$ cat src/rtl/zbuf_mem_sched.sv
// ---------------------------------------------------------------------------
// zbuf_mem_sched
//
// Purpose:
//   Arbitrates the single z-buffer memory port between three sources:
//   depth-test reads, depth-test writebacks and a full-buffer clear engine.
//   One access is in flight at a time. A read's fragment tag stays attached
//   to its returned data. A frame clear waits for the in-flight transaction
//   to finish and never drops a request that has already been accepted.
//
// Ports:
//   clk, rst          clock and asynchronous active-low reset
//   clear_req         one-cycle pulse that requests a buffer clear
//   clear_busy        a clear is pending or running
//   rd_nd/rd_us_rfd   read request handshake (rd_addr, rd_tag)
//   rd_rdy/ds_rfd     read return handshake (rd_data, rd_tag_out)
//   wr_nd/wr_us_rfd   write request handshake (wr_addr, wr_data)
//   mem_*             memory controller port: req/we/addr/wdata out;
//                     gnt/rvalid/rdata in
// ---------------------------------------------------------------------------
module zbuf_mem_sched #(
    parameter int                ADDR_W      = 32,
    parameter int                DATA_W      = 16,
    parameter int                TAG_W       = 19,
    parameter int                CLEAR_WORDS = 307200,
    parameter logic [DATA_W-1:0] CLEAR_VAL   = 'h7BFF
) (
    input  logic              clk,
    input  logic              rst,
    input  logic              clear_req,
    output logic              clear_busy,
    input  logic              rd_nd,
    output logic              rd_us_rfd,
    input  logic [ADDR_W-1:0] rd_addr,
    input  logic [TAG_W-1:0]  rd_tag,
    output logic              rd_rdy,
    output logic [DATA_W-1:0] rd_data,
    output logic [TAG_W-1:0]  rd_tag_out,
    input  logic              ds_rfd,
    input  logic              wr_nd,
    output logic              wr_us_rfd,
    input  logic [ADDR_W-1:0] wr_addr,
    input  logic [DATA_W-1:0] wr_data,
    output logic              mem_req,
    output logic              mem_we,
    output logic [ADDR_W-1:0] mem_addr,
    output logic [DATA_W-1:0] mem_wdata,
    input  logic              mem_gnt,
    input  logic              mem_rvalid,
    input  logic [DATA_W-1:0] mem_rdata
);

    localparam int                CNT_W    = (CLEAR_WORDS > 1) ? $clog2(CLEAR_WORDS) : 1;
    localparam logic [CNT_W-1:0] CNT_LAST = CNT_W'(CLEAR_WORDS - 1);

    typedef enum logic [2:0] {
        IDLE    = 3'd0,
        ISSUE   = 3'd1,
        WAIT_RD = 3'd2,
        RET_RD  = 3'd3,
        CLEAR   = 3'd4
    } state_e;

    state_e            state_q, state_d;
    logic              clr_pend_q, clr_pend_d;
    logic [CNT_W-1:0]  cnt_q, cnt_d;
    logic              rd_full_q, rd_full_d;
    logic [ADDR_W-1:0] rd_addr_q, rd_addr_d;
    logic [TAG_W-1:0]  rd_tag_q, rd_tag_d;
    logic              wr_full_q, wr_full_d;
    logic [ADDR_W-1:0] wr_addr_q, wr_addr_d;
    logic [DATA_W-1:0] wr_data_q, wr_data_d;
    logic              rfd_q, rfd_d;
    logic              rd_rdy_q, rd_rdy_d;
    logic [DATA_W-1:0] rd_data_q, rd_data_d;
    logic [TAG_W-1:0]  rd_tag_out_q, rd_tag_out_d;
    logic              mem_req_q, mem_req_d;
    logic              mem_we_q, mem_we_d;
    logic [ADDR_W-1:0] mem_addr_q, mem_addr_d;
    logic [DATA_W-1:0] mem_wdata_q, mem_wdata_d;

    logic rd_acc, wr_acc;

    // Both sources share one ready flag: either may be taken only when
    // the scheduler is idle, no clear is pending and no entry is held.
    assign rd_acc = rd_nd & rfd_q;
    assign wr_acc = wr_nd & rfd_q;

    always_comb begin
        // NOTE: every signal gets a default before the case so that no
        // path leaves it unassigned, which would infer a latch.
        state_d      = state_q;
        clr_pend_d   = clr_pend_q | clear_req;  // a repeat request is a no-op
        cnt_d        = cnt_q;
        rd_full_d    = rd_full_q | rd_acc;
        rd_addr_d    = rd_acc ? rd_addr : rd_addr_q;
        rd_tag_d     = rd_acc ? rd_tag  : rd_tag_q;
        wr_full_d    = wr_full_q | wr_acc;
        wr_addr_d    = wr_acc ? wr_addr : wr_addr_q;
        wr_data_d    = wr_acc ? wr_data : wr_data_q;
        rd_rdy_d     = rd_rdy_q;
        rd_data_d    = rd_data_q;
        rd_tag_out_d = rd_tag_out_q;

        unique case (state_q)
            IDLE: begin
                if (clr_pend_d)                  state_d = CLEAR;
                else if (rd_full_d || wr_full_d) state_d = ISSUE;
            end
            ISSUE: begin
                if (mem_gnt) begin
                    if (wr_full_q) begin
                        // The write goes first, so a read to the same address
                        // sees the new depth. A pending clear outranks the
                        // held read, so in that case return to IDLE.
                        wr_full_d = 1'b0;
                        state_d   = (rd_full_q && !clr_pend_d) ? ISSUE : IDLE;
                    end else begin
                        state_d = WAIT_RD;
                    end
                end
            end
            WAIT_RD: begin
                if (mem_rvalid) begin
                    rd_data_d    = mem_rdata;
                    rd_tag_out_d = rd_tag_q;
                    rd_full_d    = 1'b0;
                    rd_rdy_d     = 1'b1;
                    state_d      = RET_RD;
                end
            end
            RET_RD: begin
                if (ds_rfd) begin
                    rd_rdy_d = 1'b0;
                    state_d  = clr_pend_d ? CLEAR : IDLE;
                end
            end
            CLEAR: begin
                if (mem_gnt) begin
                    if (cnt_q == CNT_LAST) begin
                        cnt_d      = '0;
                        clr_pend_d = 1'b0;
                        state_d    = IDLE;
                    end else begin
                        cnt_d = cnt_q + CNT_W'(1);
                    end
                end
            end
            default: state_d = IDLE;
        endcase

        // Memory-port outputs are registered. They are derived from the next
        // state, so the request appears on the cycle the state is entered.
        mem_req_d   = (state_d == ISSUE) || (state_d == CLEAR);
        mem_we_d    = 1'b0;
        mem_addr_d  = '0;
        mem_wdata_d = '0;
        if (state_d == CLEAR) begin
            mem_we_d    = 1'b1;
            mem_addr_d  = ADDR_W'(cnt_d);
            mem_wdata_d = CLEAR_VAL;
        end else if (state_d == ISSUE) begin
            if (wr_full_d) begin
                mem_we_d    = 1'b1;
                mem_addr_d  = wr_addr_d;
                mem_wdata_d = wr_data_d;
            end else begin
                mem_addr_d  = rd_addr_d;
            end
        end

        rfd_d = (state_d == IDLE) && !clr_pend_d && !rd_full_d && !wr_full_d;
    end

    // NOTE: sequential state uses non-blocking assignments only, so every
    // register samples its pre-edge value regardless of statement order.
    always_ff @(posedge clk or negedge rst) begin
        if (!rst) begin
            state_q      <= IDLE;
            clr_pend_q   <= 1'b0;
            cnt_q        <= '0;
            // NOTE: the payload registers are reset along with the valid
            // flags. That keeps every output at zero in reset and costs
            // nothing here, because these are flops and not a memory array.
            rd_full_q    <= 1'b0;
            rd_addr_q    <= '0;
            rd_tag_q     <= '0;
            wr_full_q    <= 1'b0;
            wr_addr_q    <= '0;
            wr_data_q    <= '0;
            rfd_q        <= 1'b0;
            rd_rdy_q     <= 1'b0;
            rd_data_q    <= '0;
            rd_tag_out_q <= '0;
            mem_req_q    <= 1'b0;
            mem_we_q     <= 1'b0;
            mem_addr_q   <= '0;
            mem_wdata_q  <= '0;
        end else begin
            state_q      <= state_d;
            clr_pend_q   <= clr_pend_d;
            cnt_q        <= cnt_d;
            rd_full_q    <= rd_full_d;
            rd_addr_q    <= rd_addr_d;
            rd_tag_q     <= rd_tag_d;
            wr_full_q    <= wr_full_d;
            wr_addr_q    <= wr_addr_d;
            wr_data_q    <= wr_data_d;
            rfd_q        <= rfd_d;
            rd_rdy_q     <= rd_rdy_d;
            rd_data_q    <= rd_data_d;
            rd_tag_out_q <= rd_tag_out_d;
            mem_req_q    <= mem_req_d;
            mem_we_q     <= mem_we_d;
            mem_addr_q   <= mem_addr_d;
            mem_wdata_q  <= mem_wdata_d;
        end
    end

    assign clear_busy = clr_pend_q;
    assign rd_us_rfd  = rfd_q;
    assign wr_us_rfd  = rfd_q;
    assign rd_rdy     = rd_rdy_q;
    assign rd_data    = rd_data_q;
    assign rd_tag_out = rd_tag_out_q;
    assign mem_req    = mem_req_q;
    assign mem_we     = mem_we_q;
    assign mem_addr   = mem_addr_q;
    assign mem_wdata  = mem_wdata_q;

endmodule

$ cat config.mk
export PLATFORM = sky130hd
export DESIGN_NAME = zbuf_mem_sched
export DESIGN_NICKNAME = d
export VERILOG_FILES = /design/src/rtl/zbuf_mem_sched.sv
export SDC_FILE = /design/constraint.sdc
export NUM_CORES = 1
export LEC_CHECK = 0
export CAP_MARGIN = 20
export CORE_ASPECT_RATIO = 1.25
export CORE_UTILIZATION = 53
export CTS_CLUSTER_SIZE = 16
export DETAILED_ROUTE_END_ITERATION = 12
export PLACE_DENSITY_LB_ADDON = 0.3
export SKIP_CTS_REPAIR_TIMING = 1
export SLEW_MARGIN = 10
export SYNTH_ARGS = -nofsm -noshare
export SYNTH_HDL_FRONTEND = slang
export SYNTH_SLANG_ARGS = --single-unit
$ cat constraint.sdc
create_clock -name clk -period 3.4 [get_ports clk]
set_clock_uncertainty 0.2 [all_clocks]
set_input_delay 0.34 -clock clk [delete_from_list [all_inputs] [get_ports clk]]
set_output_delay 0.34 -clock clk [all_outputs]
set_load 0.01 [all_outputs]
==> summary.md <==
| Metric | Value |
|---|---|
| Core area | `16,140 µm²` |
| Die height | `145.2 µm` |
| Num rows | `52` |
| Clock root cell | `clkbuf_16` |
| WL per Instance | `19.50 µm` |
| DRC viols | `0` |
| F_max | `0.3816 GHz` |
| ANT nets after route | `0` |
| First-pass GRT wire length | `33,660 µm` |
| Relative slew slack | `37.07%` |
| Post-route clock period utilization | `77.08%` |
| Sum Neg Setup Slack | `0 ns` |
| Global route overflow | `0` |
| Iter 0 DRT Violations | `361` |
| Syn. warnings | `0` |
| Worst min path class | `primary input to async pin` |
| Net Sw Power | `1235 µW` |
| Die area | `16,930 µm²` |
| Multiplexer area fraction after synthesis | `19.88%` |
| Htree depth | `1` |
| Simple-Gate Fraction of Synth Area | `6.589%` |
| Fin crit period | `2.621 ns` |
| Synth-to-layout area growth | `34.87%` |
| PD cells | `487.2 nW/µm²` |
| Post-synth cell types | `46` |
| Post-synth EDFFs | `0` |
| Critical path peak fanout | `11` |
| Antenna violations before repair | `0` |
| Total power | `5715 µW` |
| Comb pwr share | `10.7%` |
| CTS tree | `done` |
| DP HPWL | `14,740 µm` |
| Post-DP Area | `11,010 µm²` |
| Post-route setup slack | `0.7793 ns` |
| Chip width | `116.6 µm` |
| Peak VDD IR | `368.2 µV` |
| FFs w/ async S/R, synth | `100.0%` |
| GP Congestion | `0.8567` |
| Clock Sinks | `211` |
| Leak | `0.005426 µW` |
| Highest metal used | `met4` |
| Num ports | `212` |
| Worst-margin pin slew | `0.9404 ns` |
| Adder-cell share of the synthesized area | `0.1439%` |
| Status | `finished, final reports clean` |
| Bufs on Longest Clock Path | `3` |
| Seq pwr share | `48.0%` |
| Synth area leader | `dfrtp_1` |
| CTS buffer count | `20` |
| Design area | `11,730 µm²` |
| Mapped Cells | `647` |
| Commonest register cell after synthesis | `dfrtp_1` |
| First-pass detailed-route iteration total | `5` |
| Placement Setup Slack | `0.4963 ns` |
| Post-Synth XOR/XNOR Area | `1.511%` |
| Crit Path Category | `flip-flop to flip-flop` |
| #FFs+latches synth | `211` |
| Layout cells sized above 1 | `22.77%` |
| Post-Syn Nets | `771` |
| Register area share after synthesis | `60.71%` |
| Nets | `976` |
| Avg Cell Area, Syn | `13.44 µm²` |
| Commonest non-fill, non-tap cell in the layout | `dfrtp_1` |
| Final setup fails | `0` |
| Met3 wire length | `1695 µm` |
| GRT Util Overall | `25.69%` |
| Synth Area in Compound Gates | `8.287%` |
| Routed met2 length | `10,890 µm` |
| Synth top area share | `60.71%` |
| Arrival time at the worst endpoint | `2.82 ns` |
| Synth Cell Area | `8697 µm²` |
| Clock Power Share | `41.3%` |
| Total Wirelength | `21,080 µm` |
| Synth top area cells | `dfrtp_1, mux2_2, mux2i_1` |
| Most frequent cells in the layout | `dfrtp_1, clkdlybuf4s50_1, mux2_2` |
| Hold slack | `0.2431 ns` |
| Vias per Instance | `5.608` |
| Int Pwr | `4480 µW` |
| Routed vias | `6,062` |
| Startpoint types | `flip-flop` |
| Main combinational cell family by area after synthesis | `multiplexers` |
| DRT met1 WL | `7877 µm` |
| Sw Ratio | `21.61%` |
| Vias in the first global route | `6,645` |
| Worst EP required | `3.60 ns` |
| Final Max Slew Viols | `0` |
| Clock Pin Slew Worst Setup and Hold Paths | `0.07 ns` |
| Clk_lat worst skew | `0.48 ns` |
| Largest net degree at the start of global routing | `86` |
| Initial core utilization | `53.90%` |
| ANT cells | `0` |
| RSZ-0062 raised after global routing | `no` |
| Setup crit end kind | `flip-flop` |
| Fin. Hold Viols | `0` |
| IO Port Bufs | `211` |
| Max_cap viols | `0` |
[registers in the layout, indices dropped and copies added (netlist names), 3 cells and up]
signal      flops
state_q         3
rd_tag_out     19
mem_wdata      16
rd_data        16
rd_addr_q      32
wr_data_q      16
rd_tag_q       19
mem_addr       32
cnt_q          19
wr_addr_q      32
[synthesized netlist by cell type (3+ instances only)]
library cell / n
xnor2_1: 8
o21ai_0: 22
dfrtp_1: 211
nand3_1: 10
clkbuf_1: 15
nand2_1: 18
buf_2: 20
inv_1: 12
o2bb2ai_1: 11
xor2_1: 7
mux2_2: 126
nor2_1: 48
a2bb2oi_1: 9
mux2i_1: 31
or3_1: 3
a211oi_1: 9
a21oi_1: 15
a22o_1: 3
o221ai_1: 6
o22ai_1: 3
nor4_1: 3
a31o_2: 15
and3_1: 9
[critical path: stages, from the launching register on]
cell	delay, ns
dfrtp_1	0.51
nand4bb_1	0.45
nor4_1	0.73
nand3_1	0.21
xnor2_1	0.27
o2bb2ai_1	0.16
[per-stage QoR]
step / util (%) / cells
3_5_place_dp: 68.25 / 1045
4_1_cts: 72.63 / 1080
6_report: 72.70 / 1081
5_1_grt: 72.70 / 1081
2_1_floorplan: - / 647
3_3_place_gp: 68.25 / 1045
[per-layer routing]
layer / global-route usage [%] / vias up
li1: - / 2725
met2: 45.56 / 240
met5: 0 / -
met3: 6.683 / 47
met4: 8.861 / 0
met1: 29.46 / 3050
[worst paths after layout]
check	endpoint	slack (ns)	from	cells after the start
worst max-delay path	mem_addr[16]	0.78	state_q[0]	5
worst min-delay path	rd_addr_q[8]	0.24	rst	2
worst max register to register	mem_addr[16]	0.78	state_q[0]	5
worst min register to register	wr_addr_q[31]	0.30	wr_addr_q[31]	1
max in group asynchronous	rd_data[12]	1.82	rst	3
min in group clk	rd_tag_q[16]	0.26	rd_tag[16]	2
[kinds of logic after synthesis]
group	count (synthesis)
flops	211
mux	157
simple gates	109
compound gates	100
buf+inv	54
xor+xnor	15
fa+ha+maj	1
[power groups by stage]
stage	Sequential [µW]	Combinational, µW	Clock, µW
after floorplan	2790	215	0
after CTS	2740	614	2410
after detailed placement	2790	607	0
after global routing	2760	662	2510
after global placement	2780	585	0
final	2740	609	2360
[layout make-up]
cell class              count  area (µm²)
clock inverters             8       140.1
fillers                  1147        4405
repair buffers            224        2228
inverters                  13       48.80
well taps                 216       270.3
multi-input cells         382        3194
clock buffers              27       568.0
flip-flops and latches    211        5280
No activity file was read; power rests on OpenSTA's default activity.
